**src/rtl/ir_beacon_detector.sv**
```systemverilog
// Goal-beacon classifier: times rising-edge periods of the synchronised IR pin and
// locks onto the 1 kHz or 10 kHz beacon after MATCH_N consecutive in-window periods.
module ir_beacon_detector #(
  parameter int P1K_MIN  = 90_000,
  parameter int P1K_MAX  = 110_000,
  parameter int P10K_MIN = 9_000,
  parameter int P10K_MAX = 11_000,
  parameter int MATCH_N  = 4,
  parameter int TIMEOUT  = 250_000
) (
  input  logic        clk,
  input  logic        rst_n,
  input  logic        IR_In,
  output logic        IR_1k,
  output logic        IR_10k,
  output logic [17:0] Last_Period
);

  localparam logic [17:0] P1K_MIN_C  = 18'(P1K_MIN);
  localparam logic [17:0] P1K_MAX_C  = 18'(P1K_MAX);
  localparam logic [17:0] P10K_MIN_C = 18'(P10K_MIN);
  localparam logic [17:0] P10K_MAX_C = 18'(P10K_MAX);
  localparam logic [17:0] TIMEOUT_C  = 18'(TIMEOUT);
  localparam logic [17:0] CNT_MAX_C  = 18'h3FFFF;
  localparam logic [2:0]  MATCH_C    = 3'(MATCH_N);

  typedef enum logic {NO_SIG = 1'b0, MEASURE = 1'b1} state_t;
  typedef enum logic [1:0] {CLS_NONE = 2'd0, CLS_1K = 2'd1, CLS_10K = 2'd2} cls_t;

  logic        s1_r, s2_r, s3_r;
  logic        re_s, timeout_s;
  logic [17:0] cnt_r;
  state_t      state_r;
  cls_t        cls_s, last_cls_r;
  logic [2:0]  mcnt_r, mcnt_next_s;
  logic        ir_1k_r, ir_10k_r;
  logic [17:0] last_period_r;

  assign re_s      = s2_r & ~s3_r;
  assign timeout_s = (cnt_r >= TIMEOUT_C);

  assign IR_1k       = ir_1k_r;
  assign IR_10k      = ir_10k_r;
  assign Last_Period = last_period_r;

  // Classify the current count as a candidate period (only used on an edge).
  always_comb begin
    cls_s = CLS_NONE;
    if ((cnt_r >= P1K_MIN_C) && (cnt_r <= P1K_MAX_C)) begin
      cls_s = CLS_1K;
    end else if ((cnt_r >= P10K_MIN_C) && (cnt_r <= P10K_MAX_C)) begin
      cls_s = CLS_10K;
    end else begin
      cls_s = CLS_NONE;
    end
  end

  // Next match count: saturating run length of identical non-NONE classes.
  always_comb begin
    mcnt_next_s = 3'd0;
    if (cls_s == CLS_NONE) begin
      mcnt_next_s = 3'd0;
    end else if (cls_s != last_cls_r) begin
      mcnt_next_s = 3'd1;
    end else if (mcnt_r >= MATCH_C) begin
      mcnt_next_s = MATCH_C;
    end else begin
      mcnt_next_s = mcnt_r + 3'd1;
    end
  end

  // Pin synchroniser, edge register and saturating period counter.
  always_ff @(posedge clk) begin
    if (!rst_n) begin
      s1_r  <= 1'b0;
      s2_r  <= 1'b0;
      s3_r  <= 1'b0;
      cnt_r <= 18'd0;
    end else begin
      s1_r <= IR_In;
      s2_r <= s1_r;
      s3_r <= s2_r;
      if (re_s) begin
        cnt_r <= 18'd1;
      end else if (cnt_r != CNT_MAX_C) begin
        cnt_r <= cnt_r + 18'd1;
      end else begin
        cnt_r <= cnt_r;
      end
    end
  end

  // Lock state machine with registered flags; an edge always beats the timeout.
  always_ff @(posedge clk) begin
    if (!rst_n) begin
      state_r       <= NO_SIG;
      mcnt_r        <= 3'd0;
      last_cls_r    <= CLS_NONE;
      ir_1k_r       <= 1'b0;
      ir_10k_r      <= 1'b0;
      last_period_r <= 18'd0;
    end else begin
      case (state_r)
        NO_SIG: begin
          if (re_s) begin
            state_r <= MEASURE;
          end else begin
            state_r <= NO_SIG;
          end
        end
        MEASURE: begin
          if (re_s) begin
            last_period_r <= cnt_r;
            mcnt_r        <= mcnt_next_s;
            last_cls_r    <= cls_s;
            ir_1k_r       <= (mcnt_next_s == MATCH_C) && (cls_s == CLS_1K);
            ir_10k_r      <= (mcnt_next_s == MATCH_C) && (cls_s == CLS_10K);
          end else if (timeout_s) begin
            state_r    <= NO_SIG;
            mcnt_r     <= 3'd0;
            last_cls_r <= CLS_NONE;
            ir_1k_r    <= 1'b0;
            ir_10k_r   <= 1'b0;
          end else begin
            state_r <= MEASURE;
          end
        end
        default: begin
          state_r    <= NO_SIG;
          mcnt_r     <= 3'd0;
          last_cls_r <= CLS_NONE;
          ir_1k_r    <= 1'b0;
          ir_10k_r   <= 1'b0;
        end
      endcase
    end
  end

endmodule
```
**config.mk**
```make
export PLATFORM = sky130hd
export DESIGN_NAME = ir_beacon_detector
export DESIGN_NICKNAME = d
export VERILOG_FILES = /design/src/rtl/ir_beacon_detector.sv
export SDC_FILE = /design/constraint.sdc
export NUM_CORES = 1
export LEC_CHECK = 0
export CORE_MARGIN = 3
export CORE_UTILIZATION = 51
export DETAILED_ROUTE_END_ITERATION = 10
export GPL_ROUTABILITY_DRIVEN = 0
export PLACE_DENSITY_LB_ADDON = 0.12
export SKIP_CTS_REPAIR_TIMING = 1
export SLEW_MARGIN = 20
export SYNTH_ARGS = -nofsm -noshare
export SYNTH_HDL_FRONTEND = slang
export SYNTH_SLANG_ARGS = --single-unit
```
**constraint.sdc**
```tcl
create_clock -name clk -period 1.7 [get_ports clk]
set_input_delay 0.34 -clock clk [delete_from_list [all_inputs] [get_ports clk]]
set_output_delay 0.34 -clock clk [all_outputs]
set_load 0.05 [all_outputs]
```
# [After elaboration in Yosys (flattened, before gate mapping)]
# Cells that the tools add are included.
[word_totals] in_bits=3 output_inout_bits=20 reg_bits=47 wordCells=56
[op_classes] addsub=2 eq_ne=5 bitwise_logic=4 order_cmp=6 n_reduce_logical=10 n_mux=18
[op_table] operator="$add 18x1->18 const B" n=1
[op_table] operator="$ge 18x14->1 const B" n=1
[op_table] operator="$ge 18x17->1 const B" n=1
[op_table] operator="$ge 18x18->1 const B" n=1
[op_table] operator="$le 18x14->1 const B" n=1
[op_table] operator="$le 18x17->1 const B" n=1
[op_table] operator="$ne 18x18->1 const B" n=1
[op_table] operator="$mux 3" n=5
[op_table] operator="$mux 1" n=8
[op_table] operator="$mux 2" n=4
[op_table] operator="$logic_and 1x1->1" n=4
[op_table] operator="$reduce_and 2->1" n=2
[op_table] operator="$reduce_bool 2->1" n=2
[op_table] operator="$add 3x1->3 const B" n=1
[op_table] operator="$eq 3x3->1 const B" n=1
[op_table] operator="$ge 3x3->1 const B" n=1
[op_table] operator="$not 1->1" n=3
[op_table] operator="$eq 2x1->1 const B" n=1
[op_table] operator="$eq 2x2->1 const B" n=1
[op_table] operator="$logic_not 2->1" n=1
[op_table] operator="$ne 2x2->1" n=1
[op_table] operator="$pmux 1 s2" n=1
[op_table] operator="$reduce_or 2->1" n=1
[op_table] operator="$and 1x1->1" n=1

# [Depth between registers and ports, before layout]
# Gate-level depths: netlist of run 1.
[logic_depth] ltp_word=10 depth_mapped=8 mapped_depth_nobuf=7

# [Worst setup path before layout of run 1]
# Ideal clock, no wire load.
[synth_path] path_type="reg-to-reg" startpoint="reg cnt_r[11]" endpoint="reg cnt_r[6]" period_less_slack_ps=1876 t_required_ps=1572 setup_slack_ps=-176 stages_incl_launch_ff=9 arrival_time_ps=1748 n_path_buf=1 cell_sequence="dfxtp_1 -> buf_4 -> and2_1 -> nand4_2 -> or4_4 -> and3_4 -> nand4_1 -> xor2_1 -> nor2_1"
[synth_between] elab_chain_len=1
[synth_lines] element="from (decl)" line_no="32" source="logic [17:0] cnt_r;"
[synth_lines] element="from (signal assigned)" line_no="86" source="cnt_r <= cnt_r + 18'd1;"
[synth_lines] element="from (signal assigned)" line_no="88" source="cnt_r <= cnt_r;"
[synth_lines] element="$ne 18x18->1" line_no="85" source="end else if (cnt_r != CNT_MAX_C) begin"
# No other way between the ends.
# A chain may end at the register's enable or synchronous reset.

# [Final worst setup path of run 1]
[layout_path] startpoint="reg cnt_r[8]" endpoint="reg mcnt_r[1]"
[layout_between] elab_chain_len=8
[layout_lines] element="$ge 18x14->1 or $le 18x14->1 (tied branches)" line_no="51" source="end else if ((cnt_r >= P10K_MIN_C) && (cnt_r <= P10K_MAX_C)) begin"
[layout_lines] element="$logic_and 1x1->1" line_no="51"
[layout_lines] element="$mux 2" line_no="51"
[layout_lines] element="$mux 2" line_no="49" source="if ((cnt_r >= P1K_MIN_C) && (cnt_r <= P1K_MAX_C)) begin"
[layout_lines] element="$ne 2x2->1" line_no="63" source="end else if (cls_s != last_cls_r) begin"
[layout_lines] element="$mux 3" line_no="63"
[layout_lines] element="$mux 3" line_no="61" source="if (cls_s == CLS_NONE) begin"
[layout_lines] element="$mux 3" line_no="112" source="if (re_s) begin"
[layout_lines] element="to (signal assigned)" line_no="114" source="mcnt_r <= mcnt_next_s;"
[layout_lines] element="to (decl)" line_no="35" source="logic [2:0] mcnt_r, mcnt_next_s;"
# Parallel ways exist; a longest one is shown, timed or not.

==> results.md, run 1 <==
- Status: complete, but fails checks
- Failing checks: negative setup slack
- Mapped Cells: 283
- Crit. End Element: flop
- Total CTS buffers: 5
- Core ar.: 0.00444 sq mm
- Initial DRT Pass Iterations: 4
- Initial antenna violation count: 0
- Least-Margin Pin Slew: 0.363 ns
- Total power: 1.90 mW
- Largest net degree at the start of global routing: 18
- Final setup skew: about 0.0092 ns
- Maximum Capacitance Violations: 0
- Row cnt: 24
- Full die area: 0.00556 sq mm
- Layout overhead on the synthesized area: 42.0%
- Final Non-Filler Cells: 411
- Placed Cells incl. Taps: 396
- CTS clk-pin slew, worst paths: 0.09 ns
- Post-synth top cells: 49 x nand2_1, 47 x dfxtp_1, 22 x nor2_1
- Hold Crit Class: flop to flop
- Tcrit/Tclk final: 114%
- Fmax: around 520 MHz
- Cell with the most instances after synthesis: nand2_1
- Drt drc: 0
- Worst path max stage delay: approximately 0.39 ns
- Slew margin rel.: between 70% and 80%
- Reg2reg end: mcnt_r[1]$_SDFFE_PN0P_
- Post-route cell area: 0.00340 sq mm
- Fin Hold WS: approximately 0.44 ns
- # nets final: 365
- Worst-Skew Late Latency: 0.31 ns
- Synth async-reset ratio: 0%
- Leading post-synthesis cells by cell area: dfxtp_1 39%, nand2_1 7.7%, a21boi_0 6.3%, xnor2_1 3.7%, nor2_1 3.4%
- FF-to-FF path depth: 8
- Worst R2R Setup Slack: -0.24 ns
- H-tree Lvls: 2
- Pleak: 1.34 nW
- Total gr overflow: 0
- Via count: 2257
- All-Layer GR Usage: 22.0%
- Yosys reg bits: 47
- Drt wl/cell: 15.1 um
- VDD IR max: 0.000530 V
- I/O pin cnt: 23
- CTS tree: done
- Iter 0 DRT Violations: 152
- Netlist cell types: 60
- Vias per cell: 5.49
- Final min period: 1.94 ns
- Sequential fraction of the synthesis area: 39.2%
- Synth warn: 0
- Share of cells above drive strength 1: approximately 44%
- RSZ-0062 raised after global routing: true
- Initial Util: 53.9%
- Count of input and output buffers: 22
- Crit-path slowest cell: dfxtp_4
- Crit path DAT: 2.16 ns
- Syn_nets: 290
- DP Area: 0.00301 sq mm
- Core Util, Final: 76.6%
- CP max FO: 6
- Setup violators final: 13
- Hold path cells: 1
- Die width: ~75 um
- Final HPWL DP: between 4000 and 5000 um
- Register Area: around 1000 sq um
- DRT antenna net count: 0
- Post-synthesis average cell area: 8.47 sq um
- Post-synth EDFFs: 0
- Drt total wl: 6190 um
- First-pass GRT wire length: 9360 um
- Multi-input logic area: 0.00153 sq mm
- Hold path endpoint: s2_r$_SDFF_PN0_
- Mapped cell area: 0.00240 sq mm
- Crit Path Category: flop to flop
- Synth top area share: between 30% and 40%
- Setup crit start kind: flop
- Final slew viol count: 0
- ANT cells: 0
- Yosys top cell by area: dfxtp_1
- Vias in the first global route: between 1500 and 2000
- Worst hold start: s1_r$_SDFF_PN0_
- Critical Path RT: 1.92 ns
- Height of the die: roughly 75 um
- Post-route worst setup slack: -0.240 ns
- Critical-path cell list: nand2_1 > buf_4 > o21bai_1 > a211o_1 > a2bb2oi_4 > and4b_1 > o211ai_2 > o32ai_2
- Clock buffer depth: 2
- R2r startpoint: cnt_r[8]$_SDFFE_PP0P_
- Top FF cell, synth: dfxtp_1
- Sink Count: 47
- Power density of the placed cells: 558 mW/mm^2
- Final hold violations: 0
- Clock root buffer master: clkbuf_8
- Fillers: 314
## cell families (layout without fill, tap and decap cells)
| kind of cell | count (synthesis) | in the layout | synth area share [%] |
|---|---|---|---|
| fa+ha+maj | 4 | 4 | 2.09 |
| xor+xnor | 13 | 13 | 4.75 |
| compound gates | 54 | 54 | 17.1 |
| buf+inv | 32 | 108 | 6.84 |
| flops | 47 | 47 | 39.2 |
| simple gates | 133 | 133 | 30.0 |
## routing by layer
metal  share of wire [%]  vias up  GRT usage, %
li1                    -     1119             -
met1                  46     1073          28.4
met2                  49       56          36.1
met3                 4.3        9          4.59
met5                   0        -             0
met4                 1.6        0          8.50
## final cells by class
class / count / share of cell area [%]
clock buffers: 5 / 2.02
clock inverters: 3 / 0.662
inverters: 9 / 0.993
multi-input cells: 204 / 45.0
flip-flops and latches: 47 / 28.9
well taps: 52 / 1.91
repair buffers: 91 / 20.6
## layout by cell type, fill, tap and decap left out, types with 4 or more instances in the layout
cell type,netlist,routed
a21boi_0,20,19
a21oi_1,7,5
and2_1,6,5
buf_4,4,86
clkbuf_8,0,5
dfxtp_1,47,32
dfxtp_2,0,6
dfxtp_4,0,9
inv_1,9,9
nand2_1,49,48
nand3_1,10,8
nand4_1,5,5
nor2_1,22,19
nor2b_1,4,4
nor4_2,2,4
o21ai_0,4,4
xnor2_1,10,7
## flip-flops by register name, summed over array words and instances (netlist names)
| name | cells |
|---|---|
| Last_Period | 18 |
| mcnt_r | 3 |
| last_cls_r | 2 |
| state_r | 1 |
| IR_1k | 1 |
| s2_r | 1 |
| s3_r | 1 |
| cnt_r | 18 |
| IR_10k | 1 |
| s1_r | 1 |
## worst max-delay path: cells and delay by family, from the launching register on
| kind | cells | cell delay (ns) |
|---|---|---|
| flip-flops | 1 | 0.39 |
| buffers and inverters | 1 | 0.16 |
| AO/OA/AOI/OAI | 5 | 0.92 |
| AND/OR/NAND/NOR | 2 | 0.38 |
## power by group
group / total, mW / internal [mW] / switching (mW)
Clock: 0.694 / 0.295 / 0.399
Combinational: 0.0960 / 0.0463 / 0.0497
Sequential: 1.11 / 1.10 / 0.0115
## worst max-delay path by stage
| stage | start | slack [ns] | cells past startpoint | to |
|---|---|---|---|---|
| after floorplan | cnt_r[3]$_SDFFE_PP0P_ | -0.12 | 8 | cnt_r[6]$_SDFFE_PP0P_ |
| after global placement | cnt_r[14]$_SDFFE_PP0P_ | -0.23 | 6 | cnt_r[6]$_SDFFE_PP0P_ |
| after detailed placement | cnt_r[8]$_SDFFE_PP0P_ | -0.27 | 7 | mcnt_r[1]$_SDFFE_PN0P_ |
| after CTS | cnt_r[8]$_SDFFE_PP0P_ | -0.31 | 7 | mcnt_r[1]$_SDFFE_PN0P_ |
| after global routing | cnt_r[17]$_SDFFE_PP0P_ | -0.35 | 7 | mcnt_r[1]$_SDFFE_PN0P_ |
| final | cnt_r[8]$_SDFFE_PP0P_ | -0.24 | 8 | mcnt_r[1]$_SDFFE_PN0P_ |
## through the flow
stage,TNS [ns],setup slack [ns]
floorplan,-0.712,-0.123
global placement,-3.16,-0.232
detailed placement,-3.28,-0.266
CTS,-3.80,-0.312
global route,-2.92,-0.347
finish,-1.52,-0.240
Note: power is estimated with default switching activity, not from simulation.
==> run 2, diff against run 1 <==
Settings changed: CELL_PAD_IN_SITES_DETAIL_PLACEMENT set to 2, CELL_PAD_IN_SITES_GLOBAL_PLACEMENT set to 2, CORE_UTILIZATION 51 to 31, PLACE_DENSITY_LB_ADDON 0.12 to 0.1.
==> results.md, run 2 (synthesized netlist as in run 1, its figures left out) <==
- Status: complete, but fails checks
- Failing checks: negative setup slack
- All-Layer GR Usage: 19.0%
- Clock buffer depth: 2
- Final Non-Filler Cells: between 400 and 500
- Crit Path Category: flop to flop
- Final min period: 2.09 ns
- Maximum Capacitance Violations: 0
- Crit. End Element: flop
- # nets final: 365
- Hold Crit Class: flop to flop
- Core ar.: approximately 0.0074 sq mm
- Crit path DAT: 2.31 ns
- Fillers: 814
- Tcrit/Tclk final: 123%
- DRT antenna net count: 0
- Critical-path cell list: nor4_4 > o311ai_2 > a21oi_2 > a21boi_1 > and4b_2 > o211ai_4 > o32ai_2
- Power density of the placed cells: roughly 600 mW/mm^2
- Pleak: 1.34 nW
- Commonest cells after routing, fill and taps aside: 85 x buf_4, 47 x nand2_1, 32 x dfxtp_1, 19 x a21boi_0, 19 x nor2_1
- Worst-Skew Late Latency: 0.31 ns
- Vias in the first global route: 2500
- Slew margin rel.: ~72%
- Least-Margin Pin Slew: 0.415 ns
- Placed Cells incl. Taps: 445
- Drt drc: 0
- CP max FO: 5
- Drt wl/cell: 20.2 um
- Critical Path RT: 1.93 ns
- Total gr overflow: 0
- Initial antenna violation count: 0
- Total CTS buffers: 5
- Crit-path slowest cell: nor4_4
- Vias per cell: between 5 and 6
- Core Util, Final: between 40% and 50%
- Setup violators final: 22
- Layout overhead on the synthesized area: 46.8%
- Fmax: approximately 480 MHz
- RSZ-0062 raised after global routing: true
- Share of cells above drive strength 1: about 45%
- CTS tree: done
- Fin Hold WS: 0.447 ns
- Setup crit start kind: flop
- Sink Count: 47
- Most common library cell in the layout ignoring fill and taps: buf_4
- Final setup skew: 0.00898 ns
- Final slew viol count: 0
- Final hold violations: 0
- Full die area: 0.00882 sq mm
- Die width: 93.9 um
- Setup WS pre-CTS: -0.364 ns
- Initial DRT Pass Iterations: 6
- I/O pin cnt: 23
- Post-route cell area: 0.00352 sq mm
- H-tree Lvls: 2
- Worst path top cell family by delay: compound AO/OA/AOI/OAI gates
- Count of input and output buffers: 22
- Largest net degree at the start of global routing: 15
- First-pass GRT wire length: about 13000 um
- Height of the die: 93.9 um
- Worst path bufs/invs: 0
- Via count: 2344
- Total power: 2.06 mW
- Clock root buffer master: clkbuf_8
- CTS clk-pin slew, worst paths: ~0.1 ns
- ANT cells: 0
- Initial Util: 32.5%
- VDD IR max: 0.000332 V
- Iter 0 DRT Violations: 72
- Drt total wl: 9240 um
- DP Area: 0.00308 sq mm
- Worst path max stage delay: 0.41 ns
- Row cnt: 31
- Final HPWL DP: 6000 um
- Setup Total Neg Slack: -4.87 ns
- Post-route worst setup slack: -0.390 ns
[run 2: changes by cell type in the layout (fill, tap and decap cells not counted), moves of 2 or more]
cell,before,now
dfxtp_2,6,11
dfxtp_4,9,4
nor4_4,3,6
nand3_2,0,2
nor4_2,4,2
o211ai_2,2,0
o211ai_4,0,2
[run 2: layout make-up]
class                           count  area, sq um  area share [%]
Tap cell                           99          124            3.52
Timing Repair Buffer               91          712            20.2
Inverter                            9         33.8           0.960
Clock buffer                        5         68.8            1.96
Clock inverter                      2         37.5            1.07
Sequential cell                    47          970            27.6
Multi-Input combinational cell    204         1570            44.7
[run 2: path summary, 6_finish.rpt]
| path | endpoint | depth (start not counted) | slack (ns) | start |
|---|---|---|---|---|
| max | mcnt_r[1]$_SDFFE_PN0P_ | 7 | -0.39 | cnt_r[14]$_SDFFE_PP0P_ |
| min | s2_r$_SDFF_PN0_ | 1 | 0.45 | s1_r$_SDFF_PN0_ |
| min reg2reg | s2_r$_SDFF_PN0_ | 1 | 0.45 | s1_r$_SDFF_PN0_ |
| max reg2reg | mcnt_r[1]$_SDFFE_PN0P_ | 7 | -0.39 | cnt_r[14]$_SDFFE_PP0P_ |
[run 2: worst register-to-register path, delay by kind of cell (launching register included)]
| family | cells | cell delay (ns) |
|---|---|---|
| AND/OR/NAND/NOR | 2 | 0.75 |
| AO/OA/AOI/OAI | 5 | 0.88 |
| flip-flops | 1 | 0.38 |
[run 2: per-layer routing]
layer | wire length (um) | share of wire [%] | global-route usage (%) | vias up
met1 | 3950 | 43 | 22.9 | 1178
met2 | 4830 | 52 | 34.8 | 37
met5 | 0 | 0 | 0 | -
li1 | - | - | - | 1117
met3 | 272 | 2.9 | 3.21 | 12
met4 | 189 | 2.0 | 4.33 | 0
[run 2: where the power goes]
group	internal [mW]	switching [mW]
registers	1.10	0.00843
logic	0.0456	0.0605
clock network	0.431	0.408
==> run 3, diff against run 2 <==
Settings changed: ABC_CLOCK_PERIOD_IN_PS set to 1700, CORE_ASPECT_RATIO set to 2.
==> results.md, run 3 (synthesized netlist as in run 1, its figures left out) <==
- Fillers: 799
- FF-to-FF path depth: 8
- Final hold violations: 0
- Worst R2R Setup Slack: -0.44 ns
- Vias per cell: 5.23
- Post-route worst setup slack: -0.444 ns
- I/O pin cnt: 23
- CP max FO: 5
- All-Layer GR Usage: 20.3%
- Drt wl/cell: 22.1 um
- Clock root buffer master: clkbuf_16
- Reg2reg end: mcnt_r[1]$_SDFFE_PN0P_
- H-tree Lvls: 2
- Failing checks: negative setup slack
- Maximum Capacitance Violations: 0
- Hold Crit Class: flop to flop
- Slew margin rel.: 74.9%
- Total CTS buffers: 5
- Crit path DAT: 2.35 ns
- Setup violators final: 24
- Hold path cells: 1
- Fmax: 466 MHz
- Largest net degree at the start of global routing: 18
- Worst hold start: s1_r$_SDFF_PN0_
- Drt total wl: a little over 10000 um
- Crit. End Element: flop
- Initial antenna violation count: 0
- RSZ-0062 raised after global routing: true
- Layout overhead on the synthesized area: 54.7%
- R2r startpoint: cnt_r[0]$_SDFFE_PN0P_
- Grt met1 use: around a fifth
- Final min period: roughly 2.1 ns
- Met3 usage: between 2 and 3%
- Full die area: 0.00889 sq mm
- Global-route track usage on met2: 38.9%
- Final slew viol count: 0
- Commonest cells after routing, fill and taps aside: 84 x buf_4, 46 x nand2_1, 29 x dfxtp_1, 19 x a21boi_0, 18 x nor2_1
- Tcrit/Tclk final: 126%
- Hold path endpoint: s2_r$_SDFF_PN0_
- Setup crit start kind: flop
- Count of input and output buffers: 22
- Vias in the first global route: 2578
- Power density of the placed cells: 644 mW/mm^2
- Height of the die: between 100 and 150 um
- Total gr overflow: 0
- Iter 0 DRT Violations: a little over 90
- Core ar.: between 0.007 and 0.008 sq mm
- CTS clk-pin slew, worst paths: 0.07 ns
- Sink Count: 47
- Register Area: about 990 sq um
- Via count: 2416
- Final setup skew: about 0.0094 ns
- Status: complete, but fails checks
- Total power: 2.39 mW
- Most common library cell in the layout ignoring fill and taps: buf_4
- Drt drc: 0
- Initial DRT Pass Iterations: 4
- DRT antenna net count: 0
- Multi-input logic area: around 0.0016 sq mm
- VDD IR max: 0.000573 V
- Layer with the highest usage: met2
- Critical Path RT: 1.91 ns
- Least-Margin Pin Slew: 0.374 ns
- Row cnt: 44
- Die width: 68.2 um
- Initial Util: 32.5%
- Clock buffer depth: 2
- CTS tree: done
- ANT cells: 0
- Setup Total Neg Slack: -4.14 ns
- Share of cells above drive strength 1: 47.8%
- Crit Path Category: flop to flop
- Pleak: 1.41 nW
- Final HPWL DP: ~6500 um
- First-pass GRT wire length: 13300 um
- Worst-Skew Late Latency: 0.30 ns
- # nets final: 376
==> run 3: routing by layer <==
| metal | vias to the layer above | share of wire, % | wire length [um] |
|---|---|---|---|
| li1 | 1133 | - | - |
| met1 | 1214 | 36 | 3680 |
| met2 | 42 | 58 | 5890 |
| met3 | 27 | 1.4 | 148 |
| met4 | 0 | 5.0 | 510 |
| met5 | - | 0 | 0 |
==> run 3: layout make-up <==
type | instances | share of cell area (%)
sequential | 47 | 26.6
clock inverter | 3 | 1.18
tap | 92 | 3.10
inverter | 9 | 0.911
multi-input combinational | 204 | 42.0
clock buffer | 5 | 3.37
timing repair buffer | 102 | 22.9
==> run 3: critical path: stages (launching register included) <==
cell	delay [ns]
dfxtp_2	0.34
buf_6	0.14
nor4b_4	0.25
nand3_1	0.19
o211ai_4	0.28
a21boi_1	0.14
and4b_2	0.36
o211ai_4	0.11
o32ai_2	0.24
==> run 3: report_power, final <==
group          total [mW]  switching [mW]  internal, mW
logic               0.116          0.0643        0.0514
clock network        1.16           0.467         0.695
registers            1.11          0.0118          1.10
total                2.39           0.544          1.84
==> run 3: how the worst max path moves through the flow <==
| stage | start | end | depth (start not counted) |
|---|---|---|---|
| after global routing | cnt_r[17]$_SDFFE_PP0P_ | mcnt_r[1]$_SDFFE_PN0P_ | 7 |
| after detailed placement | cnt_r[9]$_SDFFE_PP0P_ | mcnt_r[2]$_SDFFE_PN0P_ | 9 |
| final | cnt_r[0]$_SDFFE_PN0P_ | mcnt_r[1]$_SDFFE_PN0P_ | 8 |
| after CTS | cnt_r[9]$_SDFFE_PP0P_ | mcnt_r[2]$_SDFFE_PN0P_ | 7 |
| after global placement | cnt_r[9]$_SDFFE_PP0P_ | mcnt_r[2]$_SDFFE_PN0P_ | 9 |
| after floorplan | cnt_r[3]$_SDFFE_PP0P_ | cnt_r[6]$_SDFFE_PP0P_ | 8 |
==> run 3: through the flow <==
step / worst slack [ns] / utilization (%) / area (sq um) / hold WS (ns) / instances
floorplan: -0.123 / - / 2480 / 0.412 / 283
global placement: -0.425 / 42.3 / 3120 / 0.419 / 441
detailed placement: -0.440 / 42.3 / 3120 / 0.437 / 441
CTS: -0.519 / 44.6 / 3290 / 0.452 / 449
global route: -0.565 / 50.3 / 3710 / 0.464 / 462
finish: -0.444 / 50.3 / 3710 / 0.444 / 462
